$ cat config.mk
export PLATFORM = sky130hd
export DESIGN_NAME = tagged_instr_encoder_flat
export DESIGN_NICKNAME = d
export VERILOG_FILES = /design/src/rtl/tagged_instr_encoder_if.sv /design/src/rtl/tagged_instr_encoder.sv /design/src/flat_wrapper.sv
export SDC_FILE = /design/constraint.sdc
export NUM_CORES = 1
export LEC_CHECK = 0
export CORE_MARGIN = 5
export CORE_UTILIZATION = 52
export DETAILED_ROUTE_END_ITERATION = 6
export HOLD_SLACK_MARGIN = 0.02
export PLACE_DENSITY_LB_ADDON = 0.12
export SYNTH_ARGS = -nofsm -noshare
export SYNTH_HDL_FRONTEND = slang
export SYNTH_SLANG_ARGS = --single-unit
$ cat constraint.sdc
create_clock -name clk -period 4.95 [get_ports clk]
set_input_delay 0.99 -clock clk [delete_from_list [all_inputs] [get_ports clk]]
set_output_delay 0.99 -clock clk [all_outputs]
set_load 0.05 [all_outputs]
$ cat src/rtl/tagged_instr_encoder_if.sv
// Request/response bundle between the instruction front-end, the tagged-word encoder and its consumers.
// The slave side is the encoder; the master side drives requests and consumes words.
interface tagged_instr_encoder_if #(
    parameter int REG_W  = 5,
    parameter int ADDR_W = 10
);
    localparam int PW = (3 * REG_W > 3 + ADDR_W) ? 3 * REG_W : 3 + ADDR_W;

    logic              in_valid;
    logic              in_ready;
    logic [1:0]        in_kind;
    logic [REG_W-1:0]  in_rd;
    logic [REG_W-1:0]  in_r1;
    logic [REG_W-1:0]  in_r2;
    logic [2:0]        in_cond;
    logic [ADDR_W-1:0] in_addr;
    logic              out_valid;
    logic              out_ready;
    logic [PW+1:0]     out_data;
    logic [7:0]        err_cnt;

    modport master (
        output in_valid, in_kind, in_rd, in_r1, in_r2, in_cond, in_addr, out_ready,
        input  in_ready, out_valid, out_data, err_cnt
    );

    modport slave (
        input  in_valid, in_kind, in_rd, in_r1, in_r2, in_cond, in_addr, out_ready,
        output in_ready, out_valid, out_data, err_cnt
    );
endinterface

$ cat src/rtl/tagged_instr_encoder.sv
// Packs Add/Jmp/Bcc fields into tagged Instr words through a 2-entry buffer; illegal selects are dropped and counted.
// Latency 1 cycle; in_ready = count<2 from registered state only, so consumer stalls never reach the front-end combinationally.
module tagged_instr_fifo2 #(
    parameter int W = 8
) (
    input  logic         clk,
    input  logic         rst,
    input  logic         push,
    input  logic [W-1:0] push_dat,
    input  logic         pop,
    output logic [W-1:0] head_dat,
    output logic [1:0]   count
);
    logic [W-1:0] slot0;
    logic [W-1:0] slot1;
    logic [1:0]   cnt;
    logic         do_push;
    logic         do_pop;

    assign do_pop   = pop && (cnt != 2'd0);
    assign do_push  = push && ((cnt != 2'd2) || do_pop);
    assign head_dat = slot0;
    assign count    = cnt;

    // slot0 is the head and keeps the last word when the buffer drains
    always_ff @(posedge clk) begin
        if (rst) begin
            cnt   <= 2'd0;
            slot0 <= '0;
            slot1 <= '0;
        end else begin
            case ({do_push, do_pop})
                2'b10: begin
                    if (cnt == 2'd0) slot0 <= push_dat;
                    else             slot1 <= push_dat;
                    cnt <= cnt + 2'd1;
                end
                2'b01: begin
                    if (cnt == 2'd2) slot0 <= slot1;
                    cnt <= cnt - 2'd1;
                end
                2'b11: begin
                    if (cnt == 2'd1) begin
                        slot0 <= push_dat;
                    end else begin
                        slot0 <= slot1;
                        slot1 <= push_dat;
                    end
                end
                default: ;
            endcase
        end
    end
endmodule

module tagged_instr_encoder #(
    parameter int REG_W  = 5,
    parameter int ADDR_W = 10
) (
    input  logic clk,
    input  logic rst,
    tagged_instr_encoder_if.slave bus
);
    localparam int PW = (3 * REG_W > 3 + ADDR_W) ? 3 * REG_W : 3 + ADDR_W;

    typedef enum logic [1:0] {
        KIND_ADD = 2'b00,
        KIND_JMP = 2'b01,
        KIND_BCC = 2'b10,
        KIND_ILL = 2'b11
    } kind_t;

    typedef struct packed {
        logic [1:0]    tag;
        logic [PW-1:0] payload;
    } instr_t;

    kind_t      kind;
    instr_t     word;
    instr_t     head;
    logic [1:0] count;
    logic       accept;
    logic       push;
    logic       pop;
    logic [7:0] err_q;

    assign kind   = kind_t'(bus.in_kind);
    assign accept = bus.in_valid && bus.in_ready;
    assign push   = accept && (kind != KIND_ILL);
    assign pop    = bus.out_valid && bus.out_ready;

    // Members are right-justified; the tag value equals the member select
    always_comb begin
        word = '0;
        case (kind)
            KIND_ADD: begin
                word.tag     = KIND_ADD;
                word.payload = PW'({bus.in_rd, bus.in_r1, bus.in_r2});
            end
            KIND_JMP: begin
                word.tag     = KIND_JMP;
                word.payload = PW'(bus.in_addr);
            end
            KIND_BCC: begin
                word.tag     = KIND_BCC;
                word.payload = PW'({bus.in_cond, bus.in_addr});
            end
            default: word = '0;
        endcase
    end

    tagged_instr_fifo2 #(.W(PW + 2)) u_buf (
        .clk      (clk),
        .rst      (rst),
        .push     (push),
        .push_dat (word),
        .pop      (pop),
        .head_dat (head),
        .count    (count)
    );

    always_ff @(posedge clk) begin
        if (rst) begin
            err_q <= 8'd0;
        end else if (accept && (kind == KIND_ILL) && (err_q != 8'hFF)) begin
            err_q <= err_q + 8'd1;
        end
    end

    assign bus.in_ready  = (count != 2'd2) && !rst;
    assign bus.out_valid = (count != 2'd0);
    assign bus.out_data  = head;
    assign bus.err_cnt   = err_q;
endmodule

$ cat src/flat_wrapper.sv
// flat-port wrapper written by rule: the top's interface ports become plain ports
module tagged_instr_encoder_flat 
#(
    parameter int REG_W  = 5,
    parameter int ADDR_W = 10
)
  (clk, rst, bus_in_valid, bus_in_kind, bus_in_rd, bus_in_r1, bus_in_r2, bus_in_cond, bus_in_addr, bus_out_ready, bus_in_ready, bus_out_valid, bus_out_data, bus_err_cnt);
  tagged_instr_encoder_if #(.REG_W(REG_W), .ADDR_W(ADDR_W)) bus_i ();
  input  logic clk;
  input  logic rst;
  input wire logic [$bits(bus_i.in_valid)-1:0] bus_in_valid;
  input wire logic [$bits(bus_i.in_kind)-1:0] bus_in_kind;
  input wire logic [$bits(bus_i.in_rd)-1:0] bus_in_rd;
  input wire logic [$bits(bus_i.in_r1)-1:0] bus_in_r1;
  input wire logic [$bits(bus_i.in_r2)-1:0] bus_in_r2;
  input wire logic [$bits(bus_i.in_cond)-1:0] bus_in_cond;
  input wire logic [$bits(bus_i.in_addr)-1:0] bus_in_addr;
  input wire logic [$bits(bus_i.out_ready)-1:0] bus_out_ready;
  output wire logic [$bits(bus_i.in_ready)-1:0] bus_in_ready;
  output wire logic [$bits(bus_i.out_valid)-1:0] bus_out_valid;
  output wire logic [$bits(bus_i.out_data)-1:0] bus_out_data;
  output wire logic [$bits(bus_i.err_cnt)-1:0] bus_err_cnt;
  assign bus_i.in_valid = bus_in_valid;
  assign bus_i.in_kind = bus_in_kind;
  assign bus_i.in_rd = bus_in_rd;
  assign bus_i.in_r1 = bus_in_r1;
  assign bus_i.in_r2 = bus_in_r2;
  assign bus_i.in_cond = bus_in_cond;
  assign bus_i.in_addr = bus_in_addr;
  assign bus_i.out_ready = bus_out_ready;
  assign bus_in_ready = bus_i.in_ready;
  assign bus_out_valid = bus_i.out_valid;
  assign bus_out_data = bus_i.out_data;
  assign bus_err_cnt = bus_i.err_cnt;
  tagged_instr_encoder #(.REG_W(REG_W), .ADDR_W(ADDR_W)) u_core (.clk(clk), .rst(rst), .bus(bus_i));
endmodule
# Word-level counts from Yosys, hierarchy flattened
# Index checks and enable logic that the tools add are counted.
dict set report word_totals {
  word_cells 49
  input_bits 34
  out_inout_bits 27
  regBits 44
}
dict set report op_classes {
  mux 9
  n_reduce_logical 18
  n_addsub 3
  eq_ne 15
}
# cell n
set ops {}
lappend ops {{$pmux 17 s3} 2}
lappend ops {{$mux 17} 5}
lappend ops {{$pmux 17 s2} 1}
lappend ops {{$ne 2x2->1 const B} 6}
lappend ops {{$eq 2x2->1 const B} 5}
lappend ops {{$add 8x1->8 const B} 1}
lappend ops {{$logic_and 1x1->1} 8}
lappend ops {{$ne 8x8->1 const B} 1}
lappend ops {{$eq 2x1->1 const B} 3}
lappend ops {{$reduce_and 3->1} 2}
lappend ops {{$reduce_bool 2->1} 3}
lappend ops {{$logic_not 2->1} 2}
lappend ops {{$pmux 2 s2} 1}
lappend ops {{$reduce_bool 3->1} 1}
lappend ops {{$add 2x1->2 const B} 1}
lappend ops {{$sub 2x1->2 const B} 1}
lappend ops {{$logic_not 1->1} 1}
lappend ops {{$logic_or 1x1->1} 1}

# Depth between registers and ports, before layout
# Gate-level depths: netlist of run 1.
dict set report depth {
  word_depth 8
  mapped_depth 11
  depth_no_buf 10
}

# By module
# From an unflattened synthesis of run 1, not the netlist that was laid out.
dict set report unflattened {
  cells_unflattened 272
  hier_area_um2 2389.8
}
# module seq_area_each_um2 n_inst area_each_um2 cells_each
set modules_own_cells {}
lappend modules_own_cells {tagged_instr_fifo2 720.7 1 1637.8 174}
lappend modules_own_cells {tagged_instr_encoder 160.2 1 752.0 98}

# Worst setup path after synthesis of run 1
# No wires, ideal clock.
dict set report synth_path {
  kind {input to output}
  startpoint {input rst}
  endpoint {output bus_in_ready}
  setup_slack_ps 1965
  path_buffers 2
  cell_stages 3
  arrival_time_ps 1995
  t_required_ps 3960
  cell_sequence {buf_4 > clkbuf_1 > nor2_1}
}
dict set report synth_between {
  elab_chain_len 2
}
# element line
set synth_rtl {}
lappend synth_rtl {{start: declaration} flat_wrapper.sv:10} ;# input logic rst;
lappend synth_rtl {{$logic_not 1->1} tagged_instr_encoder.sv:130} ;# assign bus.in_ready = (count != 2'd2) && !rst;
lappend synth_rtl {{$logic_and 1x1->1} tagged_instr_encoder.sv:130}
lappend synth_rtl {{end: declaration} flat_wrapper.sv:19} ;# output wire logic [$bits(bus_i.in_ready)-1:0] bus_in_ready;
# No other way between the ends.

# Worst setup path after layout of run 1
# Same ends and word-level chain as after synthesis.

==> summary.txt, run 1 <==
Global routing
  • First-pass GRT wire length: 9.09 mm
  • Antenna violations before repair: 0
  • Global Route Usage Sum: 0.184
  • Vias in the first global route: 1965
  • Grt peak-use layer: met2
  • Met1 Usage GRT: 0.243
  • Met3 GRT Util: 0.0474
  • GRT met2 Usage: 0.289
  • Largest net degree at the start of global routing: 46
  • Total grt overflow: 0

Hold path
  • Hold EP: u_core.u_buf.head_dat[14]
  • Tightest Hold Check Type: reg2reg
  • Worst hold start: u_core.u_buf.head_dat[14]
  • Worst hold path stage count: 2

STA
  • Period utilisation layout: 0.690
  • Worst Clk Skew: 0.00489 ns
  • Slew headroom: 0.428
  • RSZ-0062 raised after global routing: no
  • Total negative slack: 0 ns
  • Fmax: 293 MHz
  • Post-layout min period: 3.42 ns
  • Pins Over Slew Limit: 0
  • Finish-stage setup viols: 0
  • Worst slew pin tran: 0.857 ns
  • Final hold vios: 0

Placed design
  • Area post-placement: 0.00288 sq mm
  • IO buf count: 60
  • Detail Placement HPWL: 3.64 mm
  • GPL Wtd Cong: 0.758
  • Placed cell count: 345

Setup path
  • Worst EP arrival: 2.43 ns
  • CP Class: in2out
  • R2R cell count: 10
  • FF-to-FF End: u_core.u_buf.head_dat[2]
  • Worst Path Required: 3.96 ns
  • Worst-path fanout max: 45
  • R2R setup slack: 2.18 ns
  • Worst R2R Start: u_core.u_buf.count[0]
  • CP Capture Type: output port
  • CP Launch Type: input pin

Die
  • Die W: 75.9 um
  • # IOs: 61
  • Initial Util: 0.526
  • FP Rows: 24
  • Die height: 75.9 um
  • Core Box Area: 0.00429 sq mm
  • Die ar.: 0.00576 sq mm

Final layout
  • Share of layout cells above drive strength 1: 0.0633
  • Final instance area: 0.00301 sq mm
  • Final std cells w/o fill: 352
  • Most frequent cells in the layout: clkdlybuf4s50_1, dfxtp_1, mux2i_1, nor2_1, a221oi_1
  • Fill cell count: 365
  • Diodes inserted: 0
  • Area of the multi-input gates: 0.00126 sq mm
  • Area grow syn2layout: 33.2%
  • Nets: 342
  • Register area: 881 sq um
  • Final core utilization: 0.701
  • Commonest non-fill, non-tap cell in the layout: clkdlybuf4s50_1

Logic synthesis
  • Yosys Warn Count: 0
  • Adder-cell area share of the yosys netlist: 0.0443
  • Post-synthesis simple-gate area fraction: 0.202
  • Synth Cell Area: 0.00226 sq mm
  • Compound-gate portion of the synthesized area: 0.173
  • Xor/xnor cell area share of the yosys netlist: 0.0116
  • Post-synthesis cell count: 246
  • Post-synth EDFFs: 0
  • Post-synth top flop: dfxtp_1
  • Syn Nets: 288
  • Post-synthesis mux area share: 0.124
  • Synth area leader: dfxtp_1
  • Number of synthesized register bits: 44
  • Avg Inst Size Synth: 9.19 sq um
  • Register area share after synthesis: 0.390
  • Post-synth top area share: 0.390
  • Top cells by area, synth: dfxtp_1, mux2i_1, a221oi_1
  • Async SR Flop Fraction: 0
  • Largest family of logic cells by synthesized area: simple AND/OR/NAND/NOR gates
  • Netlist cell types: 37

Power
  • PwrDens: 422 mW/mm^2
  • Peak supply drop: 256 uV
  • Final Total Pwr: 1270 uW
  • Lkg Pwr: 0.00113 uW

Clock network
  • H-tree depth: 2
  • Clock root buffer: clkbuf_8
  • Clock tree from TritonCTS: done
  • Clock latency on the worst-skew pair: 0.29 ns
  • Post-CTS Resized: 0
  • CTS max path bufs: 2
  • Total CTS buffers: 5
  • CTS clk-pin slew, worst paths: 0.08 ns
  • Clk sinks: 44
  • Hold buffer count at cts: 0
  • Postcts setup bufs: 0

Detailed routing
  • First-pass DRT Iterations: 4
  • Iteration-0 DRC Markers: 161
  • Routed WL: 5.26 mm
  • Number of vias per cell: 5.66
  • Vias: 1992
  • DR DRC count: 0
  • Antenna-violating nets left: 0
  • Wire length per cell: 14.9 um

Status
  • Status: completed

Job
  • Maxcap violations: 0
[cell type report]
cell class                 count  share of cell area
clock buffer                   5              0.0229
multi-input combinational    173               0.420
sequential                    44               0.293
clock inverter                 2              0.0200
tap                           52              0.0216
timing repair buffer          64               0.208
inverter                      12              0.0150
[logic make-up after synthesis]
logic type / Yosys count
AOI/OAI and AO/OA: 50
muxes: 28
xor gates and xnor gates: 3
buffers and inverters: 29
and+or+nand+nor: 84
adders and majority gates: 8
DFF: 44
[where the power goes]
| part | leakage (uW) | switching (uW) | internal, uW |
|---|---|---|---|
| registers | 0.000358 | 26.3 | 403 |
| logic | 0.000711 | 320 | 202 |
| clock network | 0.0000642 | 120 | 199 |
[synthesized netlist by cell type (all sizes together) (2+ instances only)]
library cell,n
nor3,14
nand3b,2
nand4,2
a221oi,17
nand2b,8
inv,12
nor3b,2
nor2,24
nor2b,15
xor2,3
ha,8
clkbuf,6
buf,11
nand3,6
a31oi,2
mux2i,28
dfxtp,44
o2bb2ai,10
a21oi,10
o21ai,3
nand2,5
or3,2
[worst max-delay path, stage by stage]
cell	delay (ns)
buf_2	0.62
nor2_1	0.08
clkdlybuf4s50_1	0.73
[through the flow]
step | setup slack, ns | hold slack [ns]
2_1_floorplan | 1.97 | 0.450
3_3_place_gp | 1.49 | 0.458
3_5_place_dp | 1.40 | 0.463
4_1_cts | 1.51 | 0.475
5_1_grt | 1.41 | 0.493
6_report | 1.53 | 0.471
[state kept, by name, summed over array words and instances, names as in the netlist]
name and count:
u_core.u_buf.count 2, u_core.u_buf.slot1 17, u_core.bus.err_cnt 8, u_core.u_buf.head_dat 17
[routing by layer]
| metal | part of all wire | wire length (um) | up-vias |
|---|---|---|---|
| li1 | - | - | 1000 |
| met1 | 0.47 | 2450 | 932 |
| met2 | 0.46 | 2440 | 53 |
| met3 | 0.056 | 294 | 7 |
| met4 | 0.013 | 67 | 0 |
| met5 | 0 | 0 | - |
[worst max-delay path by stage]
stage | from | to | slack (ns) | cells after the start
2_1_floorplan | rst | bus_in_ready | 1.97 | 3
3_3_place_gp | bus_in_kind[0] | u_core.u_buf.head_dat[15] | 1.49 | 9
3_5_place_dp | bus_in_kind[0] | u_core.u_buf.head_dat[2] | 1.40 | 11
4_1_cts | rst | bus_in_ready | 1.51 | 3
5_1_grt | rst | u_core.u_buf.head_dat[15] | 1.41 | 9
6_report | rst | bus_in_ready | 1.53 | 3
No activity file was read; power rests on OpenSTA's default activity.
==> run 2: changes to the inputs <==
--- a/config.mk
+++ b/config.mk
@@ -6,7 +6,7 @@
 export NUM_CORES = 1
 export LEC_CHECK = 0
 export CORE_MARGIN = 5
-export CORE_UTILIZATION = 52
+export CORE_UTILIZATION = 43
 export DETAILED_ROUTE_END_ITERATION = 6
 export HOLD_SLACK_MARGIN = 0.02
 export PLACE_DENSITY_LB_ADDON = 0.12
==> constraint.sdc (replaced) <==
create_clock -name clk -period 3.05 [get_ports clk]
set_input_delay 0.61 -clock clk [delete_from_list [all_inputs] [get_ports clk]]
set_output_delay 0.61 -clock clk [all_outputs]
set_load 0.05 [all_outputs]
==> summary.txt, run 2 (synthesis gave the netlist of run 1 again) <==
Status
  • Status: completed (unchanged)

Die
  • Core Box Area: 0.00511 sq mm (was 0.00429 sq mm)
  • Die W: 82.5 um (was 75.9 um)
  • # IOs: 61 (unchanged)
  • FP Rows: 26 (was 24)
  • Die ar.: 0.00680 sq mm (was 0.00576 sq mm)
  • Die height: 82.5 um (was 75.9 um)
  • Initial Util: 0.442 (was 0.526)

Placed design
  • IO buf count: 60 (unchanged)
  • Detail Placement HPWL: 3.76 mm (was 3.64 mm)
  • GPL Wtd Cong: 0.771 (was 0.758)
  • Area post-placement: 0.00295 sq mm (was 0.00288 sq mm)
  • DP Worst Slack: 0.247 ns (was 1.40 ns)

Setup path
  • Worst EP arrival: 1.93 ns (was 2.43 ns)
  • CP Capture Type: output port (unchanged)
  • Crit path from: u_core.u_buf.count[0] (was rst)
  • R2R setup slack: 0.61 ns (was 2.18 ns)
  • Critical path endpoint: bus_in_ready (unchanged)
  • Worst R2R Start: u_core.u_buf.count[0] (unchanged)
  • CP Class: reg2out (was in2out)
  • CP Launch Type: flop (was input pin)
  • Worst Path Required: 2.44 ns (was 3.96 ns)
  • R2R cell count: 11 (was 10)
  • FF-to-FF End: u_core.u_buf.head_dat[16] (was u_core.u_buf.head_dat[2])
  • Worst-path fanout max: 4 (was 45)

Detailed routing
  • Iteration-0 DRC Markers: 112 (was 161)
  • Vias: 2016 (was 1992)
  • First-pass DRT Iterations: 4 (unchanged)
  • Wire length per cell: 14.6 um (was 14.9 um)
  • DR DRC count: 0 (unchanged)
  • Routed WL: 5.46 mm (was 5.26 mm)
  • Antenna-violating nets left: 0 (unchanged)
  • Number of vias per cell: 5.39 (was 5.66)

STA
  • Setup WS post-layout: 0.508 ns (was 1.53 ns)
  • Total negative slack: 0 ns (unchanged)
  • Finish-stage setup viols: 0 (unchanged)
  • Post-layout min period: 2.54 ns
  • RSZ-0062 raised after global routing: no (unchanged)
  • Pins Over Slew Limit: 0 (unchanged)
  • Slew headroom: 0.290 (was 0.428)
  • Worst Clk Skew: 0.00796 ns (was 0.00489 ns)
  • Final hold vios: 0 (unchanged)
  • Period utilisation layout: 0.833
  • Hold_ws: 0.478 ns (was 0.471 ns)
  • Worst slew pin tran: 1.06 ns (was 0.857 ns)
  • Fmax: 393 MHz

Clock network
  • Hold buffer count at cts: 0 (unchanged)
  • Clock latency on the worst-skew pair: 0.30 ns (was 0.29 ns)
  • H-tree depth: 2 (unchanged)
  • Post-CTS Resized: 0 (unchanged)
  • CTS max path bufs: 2 (unchanged)
  • Clock tree from TritonCTS: done (unchanged)
  • CTS clk-pin slew, worst paths: 0.09 ns (was 0.08 ns)
  • Clk sinks: 44 (unchanged)
  • Postcts setup bufs: 0 (unchanged)
  • Clock root buffer: clkbuf_8 (unchanged)
  • Total CTS buffers: 5 (unchanged)

Global routing
  • Total grt overflow: 0 (unchanged)
  • Vias in the first global route: 1818 (was 1965)
  • Global Route Usage Sum: 0.168 (was 0.184)
  • First-pass GRT wire length: 8.79 mm (was 9.09 mm)
  • Antenna violations before repair: 0 (unchanged)
  • Largest net degree at the start of global routing: 37 (was 46)

Power
  • Peak supply drop: 367 uV (was 256 uV)
  • Final Total Pwr: 2040 uW (was 1270 uW)
  • PwrDens: 664 mW/mm^2 (was 422 mW/mm^2)
  • Lkg Pwr: 0.00115 uW (was 0.00113 uW)

Final layout
  • Diodes inserted: 0 (unchanged)
  • Fill cell count: 477 (was 365)
  • Share of layout cells above drive strength 1: 0.0757 (was 0.0633)
  • Final instance area: 0.00307 sq mm (was 0.00301 sq mm)
  • Area grow syn2layout: 36.0% (was 33.2%)
  • Commonest non-fill, non-tap cell in the layout: clkdlybuf4s50_1 (unchanged)
  • Most frequent cells in the layout: clkdlybuf4s50_1, dfxtp_1, mux2i_1, nor2_1, a221oi_1 (unchanged)
  • Nets: 345 (was 342)

Hold path
  • Worst hold path stage count: 2 (unchanged)
  • Tightest Hold Check Type: reg2reg (unchanged)

Job
  • Maxcap violations: 0 (unchanged)
[run 2: area by class of cell]
cell class                      instances  area [sq um]  area share
Tap cell                               70          87.6      0.0285
Inverter                               12          45.0      0.0147
Clock inverter                          2          38.8      0.0126
Timing Repair Buffer                   67           673       0.219
Sequential cell                        44           881       0.287
Clock buffer                            6          82.6      0.0269
Multi-Input combinational cell        173          1260       0.412
[run 2: how the worst min path moves through the flow]
stage,end,slack [ns],from
after floorplan,u_core.u_buf.slot1[13],0.45,u_core.u_buf.slot1[13]
after global placement,u_core.u_buf.head_dat[15],0.46,u_core.u_buf.head_dat[15]
after detailed placement,u_core.u_buf.slot1[15],0.46,u_core.u_buf.slot1[15]
after CTS,u_core.u_buf.slot1[15],0.48,u_core.u_buf.slot1[15]
after global routing,u_core.u_buf.slot1[13],0.49,u_core.u_buf.slot1[13]
final,u_core.u_buf.slot1[15],0.48,u_core.u_buf.slot1[15]
[run 2: worst max-delay path, cell delays in order, from the launching register on]
cell and delay [ns]:
dfxtp_1 0.37, inv_1 0.08, ha_1 0.27, nor2_1 0.12
clkdlybuf4s50_1 0.80
[run 2: stage by stage]
| step | cells | util |
|---|---|---|
| 2_1_floorplan | 246 | - |
| 3_3_place_gp | 366 | 0.578 |
| 3_5_place_dp | 366 | 0.578 |
| 4_1_cts | 374 | 0.602 |
| 5_1_grt | 374 | 0.602 |
| 6_report | 374 | 0.602 |
[run 2: per-layer routing]
metal / global-route usage / routed length [um]
met4: 0.0588 / 77
met5: 0 / 0
met3: 0.0423 / 378
met2: 0.273 / 2550
met1: 0.215 / 2450
[run 2: power by group]
part,internal [uW],switching (uW)
Combinational,352,526
Sequential,654,44.9
Clock,268,197
==> run 3: changes to the inputs <==
==> constraint.sdc (replaced) <==
create_clock -name clk -period 2.11 [get_ports clk]
set_input_delay 0.422 -clock clk [delete_from_list [all_inputs] [get_ports clk]]
set_output_delay 0.422 -clock clk [all_outputs]
set_load 0.05 [all_outputs]
==> summary.txt, run 3 (synthesis gave the netlist of run 1 again) <==
STA
  • Setup WS post-layout: -0.0414 ns (was 0.508 ns)
  • Post-layout min period: 2.15 ns
  • Slew headroom: 0.655 (was 0.290)
  • Finish-stage setup viols: 7 (was 0)
  • Worst Clk Skew: 0.00332 ns (was 0.00796 ns)
  • Period utilisation layout: 1.02
  • Final hold vios: 0 (unchanged)
  • Worst slew pin tran: 0.515 ns (was 1.06 ns)
  • RSZ-0062 raised after global routing: yes (was no)
  • Fmax: 465 MHz
  • Pins Over Slew Limit: 0 (unchanged)

Clock network
  • Total CTS buffers: 5 (unchanged)
  • Clock root buffer: clkbuf_8 (unchanged)
  • Clock tree from TritonCTS: done (unchanged)
  • Clk sinks: 44 (unchanged)
  • Hold buffer count at cts: 0 (unchanged)
  • H-tree depth: 2 (unchanged)
  • CTS max path bufs: 2 (unchanged)
  • CTS clk-pin slew, worst paths: 0.08 ns (was 0.09 ns)
  • Clock latency on the worst-skew pair: 0.29 ns (was 0.30 ns)

Global routing
  • Total grt overflow: 0 (unchanged)
  • Largest net degree at the start of global routing: 44 (was 37)
  • Global Route Usage Sum: 0.177 (was 0.168)
  • Antenna violations before repair: 0 (unchanged)
  • Vias in the first global route: 1991 (was 1818)
  • First-pass GRT wire length: 9.36 mm (was 8.79 mm)

Detailed routing
  • DR DRC count: 0 (unchanged)
  • Routed WL: 5.86 mm (was 5.46 mm)
  • First-pass DRT Iterations: 4 (unchanged)
  • Antenna-violating nets left: 0 (unchanged)
  • Vias: 2097 (was 2016)
  • Wire length per cell: 14.7 um (was 14.6 um)
  • Iteration-0 DRC Markers: 110 (was 112)
  • Number of vias per cell: 5.26 (was 5.39)

Placed design
  • Detail Placement HPWL: 3.73 mm (was 3.76 mm)
  • GPL Wtd Cong: 0.777 (was 0.771)
  • IO buf count: 60 (unchanged)
  • Placed cell count: 383 (was 366)
  • Area post-placement: 0.00312 sq mm (was 0.00295 sq mm)

Setup path
  • CP max stage cell: clkdlybuf4s50_1 (unchanged)
  • Worst R2R Start: u_core.u_buf.count[1] (was u_core.u_buf.count[0])
  • R2R setup slack: 0 ns (was 0.61 ns)
  • CP max stage delay: 0.48 ns (was 0.80 ns)
  • CP Class: in2reg (was reg2out)
  • CP Capture Type: flop (was output port)
  • Worst Path Required: 2.28 ns (was 2.44 ns)
  • CP Launch Type: input pin (was flop)
  • Worst-path fanout max: 5 (was 4)
  • FF-to-FF End: u_core.u_buf.slot1[12] (was u_core.u_buf.head_dat[16])
  • WP buf/inv: 6 (was 2)
  • Crit-path leading delay family: buffers and inverters (unchanged)
  • Worst EP arrival: 2.32 ns (was 1.93 ns)
  • R2R cell count: 13 (was 11)
  • Crit-path cells: clkdlybuf4s50_1 > nand2_1 > nand2_2 > inv_2 > buf_6 > ha_4 > nand2b_4 > a22oi_2 > buf_6 > buf_12 > buf_12 > mux2i_1 > nor2_1 (was inv_1 > ha_1 > nor2_1 > clkdlybuf4s50_1)

Die
  • Die height: 82.5 um (unchanged)
  • # IOs: 61 (unchanged)
  • Die W: 82.5 um (unchanged)
  • Initial Util: 0.442 (unchanged)
  • Die ar.: 0.00680 sq mm (unchanged)
  • Core Box Area: 0.00511 sq mm (unchanged)
  • FP Rows: 26 (unchanged)

Hold path
  • Worst hold start: u_core.u_buf.head_dat[14] (was u_core.u_buf.slot1[15])
  • Worst hold path stage count: 2 (unchanged)
  • Hold EP: u_core.u_buf.head_dat[14] (was u_core.u_buf.slot1[15])
  • Tightest Hold Check Type: reg2reg (unchanged)

Power
  • Peak supply drop: 550 uV (was 367 uV)
  • Sw power: 1240 uW (was 768 uW)
  • PwrDens: 930 mW/mm^2 (was 664 mW/mm^2)
  • Net Sw Frac: 0.386 (was 0.376)
  • Final Total Pwr: 3220 uW (was 2040 uW)
  • Clock power frac: 0.171 (was 0.228)
  • Sequential power share: 0.316 (was 0.342)
  • Comb pwr share: 0.513 (was 0.430)
  • Internal power: 1970 uW (was 1270 uW)
  • Lkg Pwr: 0.00132 uW (was 0.00115 uW)

Final layout
  • Diodes inserted: 0 (unchanged)
  • Register area: 883 sq um (was 881 sq um)
  • Final instance area: 0.00346 sq mm (was 0.00307 sq mm)
  • Final std cells w/o fill: 399 (was 374)
  • Most frequent cells in the layout: clkdlybuf4s50_1, dfxtp_1, mux2i_1, nor2_1, buf_4 (was clkdlybuf4s50_1, dfxtp_1, mux2i_1, nor2_1, a221oi_1)
  • Commonest non-fill, non-tap cell in the layout: clkdlybuf4s50_1 (unchanged)
  • Fill cell count: 447 (was 477)
  • Share of layout cells above drive strength 1: 0.228 (was 0.0757)
  • Nets: 370 (was 345)
  • Area grow syn2layout: 53.0% (was 36.0%)
  • Area of the multi-input gates: 0.00142 sq mm (was 0.00126 sq mm)

Job
  • Maxcap violations: 0 (unchanged)

Status
  • Status: finished, violations left (was completed)
  • Failing checks: setup timing
-- run 3: what timing repair did --
action,4_1_cts,5_1_grt
pin swaps,6,12
gates cloned,3,0
endpoints found under the setup margin,32,34
gates resized for setup,19,16
buffers inserted,6,1
-- run 3: cell type report --
cell class / instances / area share
clock buffers: 7 / 0.0250
clock inverters: 1 / 0.00217
inverters: 12 / 0.0137
multi-input cells: 173 / 0.411
flip-flops and latches: 44 / 0.255
well taps: 70 / 0.0253
repair buffers: 92 / 0.268
-- run 3: metrics by stage --
stage | setup TNS, ns | util | worst slack [ns] | hold slack, ns
6_report | -0.191 | 0.677 | -0.0414 | 0.467
5_1_grt | -2.49 | 0.677 | -0.143 | 0.502
4_1_cts | -0.246 | 0.669 | -0.0240 | 0.477
3_5_place_dp | -11.08 | 0.611 | -0.349 | 0.464
3_3_place_gp | -9.84 | 0.611 | -0.328 | 0.456
2_1_floorplan | -0.562 | - | -0.0267 | 0.450
-- run 3: routing by layer --
layer	wire, um	share of wire	vias to the layer above	global-route usage
met4	72	0.012	0	0.0605
met3	359	0.061	7	0.0380
met5	0	0	-	0
met2	2680	0.46	53	0.278
met1	2740	0.47	975	0.239
li1	-	-	1062	-
-- run 3: power by group through the flow --
| stage | sequential, uW | clock [uW] | combinational [uW] |
|---|---|---|---|
| finish | 1010 | 550 | 1650 |
| global route | 1030 | 605 | 1780 |
| CTS | 1010 | 563 | 1630 |
| detailed placement | 1020 | 0 | 1440 |
| global placement | 1020 | 0 | 1420 |
| floorplan | 1250 | 0 | 679 |
-- run 3: how the worst max path moves through the flow --
stage,start,endpoint,slack [ns],depth (start not counted)
after CTS,u_core.u_buf.count[1],u_core.u_buf.slot1[11],-0.02,12
after global placement,bus_in_valid,u_core.u_buf.head_dat[4],-0.33,10
final,bus_in_kind[0],u_core.u_buf.slot1[12],-0.04,13
after floorplan,u_core.u_buf.count[0],u_core.u_buf.head_dat[7],-0.03,9
after global routing,u_core.u_buf.count[0],u_core.u_buf.slot1[1],-0.14,14
after detailed placement,bus_in_valid,u_core.u_buf.slot1[12],-0.35,11
-- run 3: tightest hold or removal path: stages, from the launching register on --
cell      delay, ns
dfxtp_1        0.31
inv_1          0.06
a221oi_2       0.05
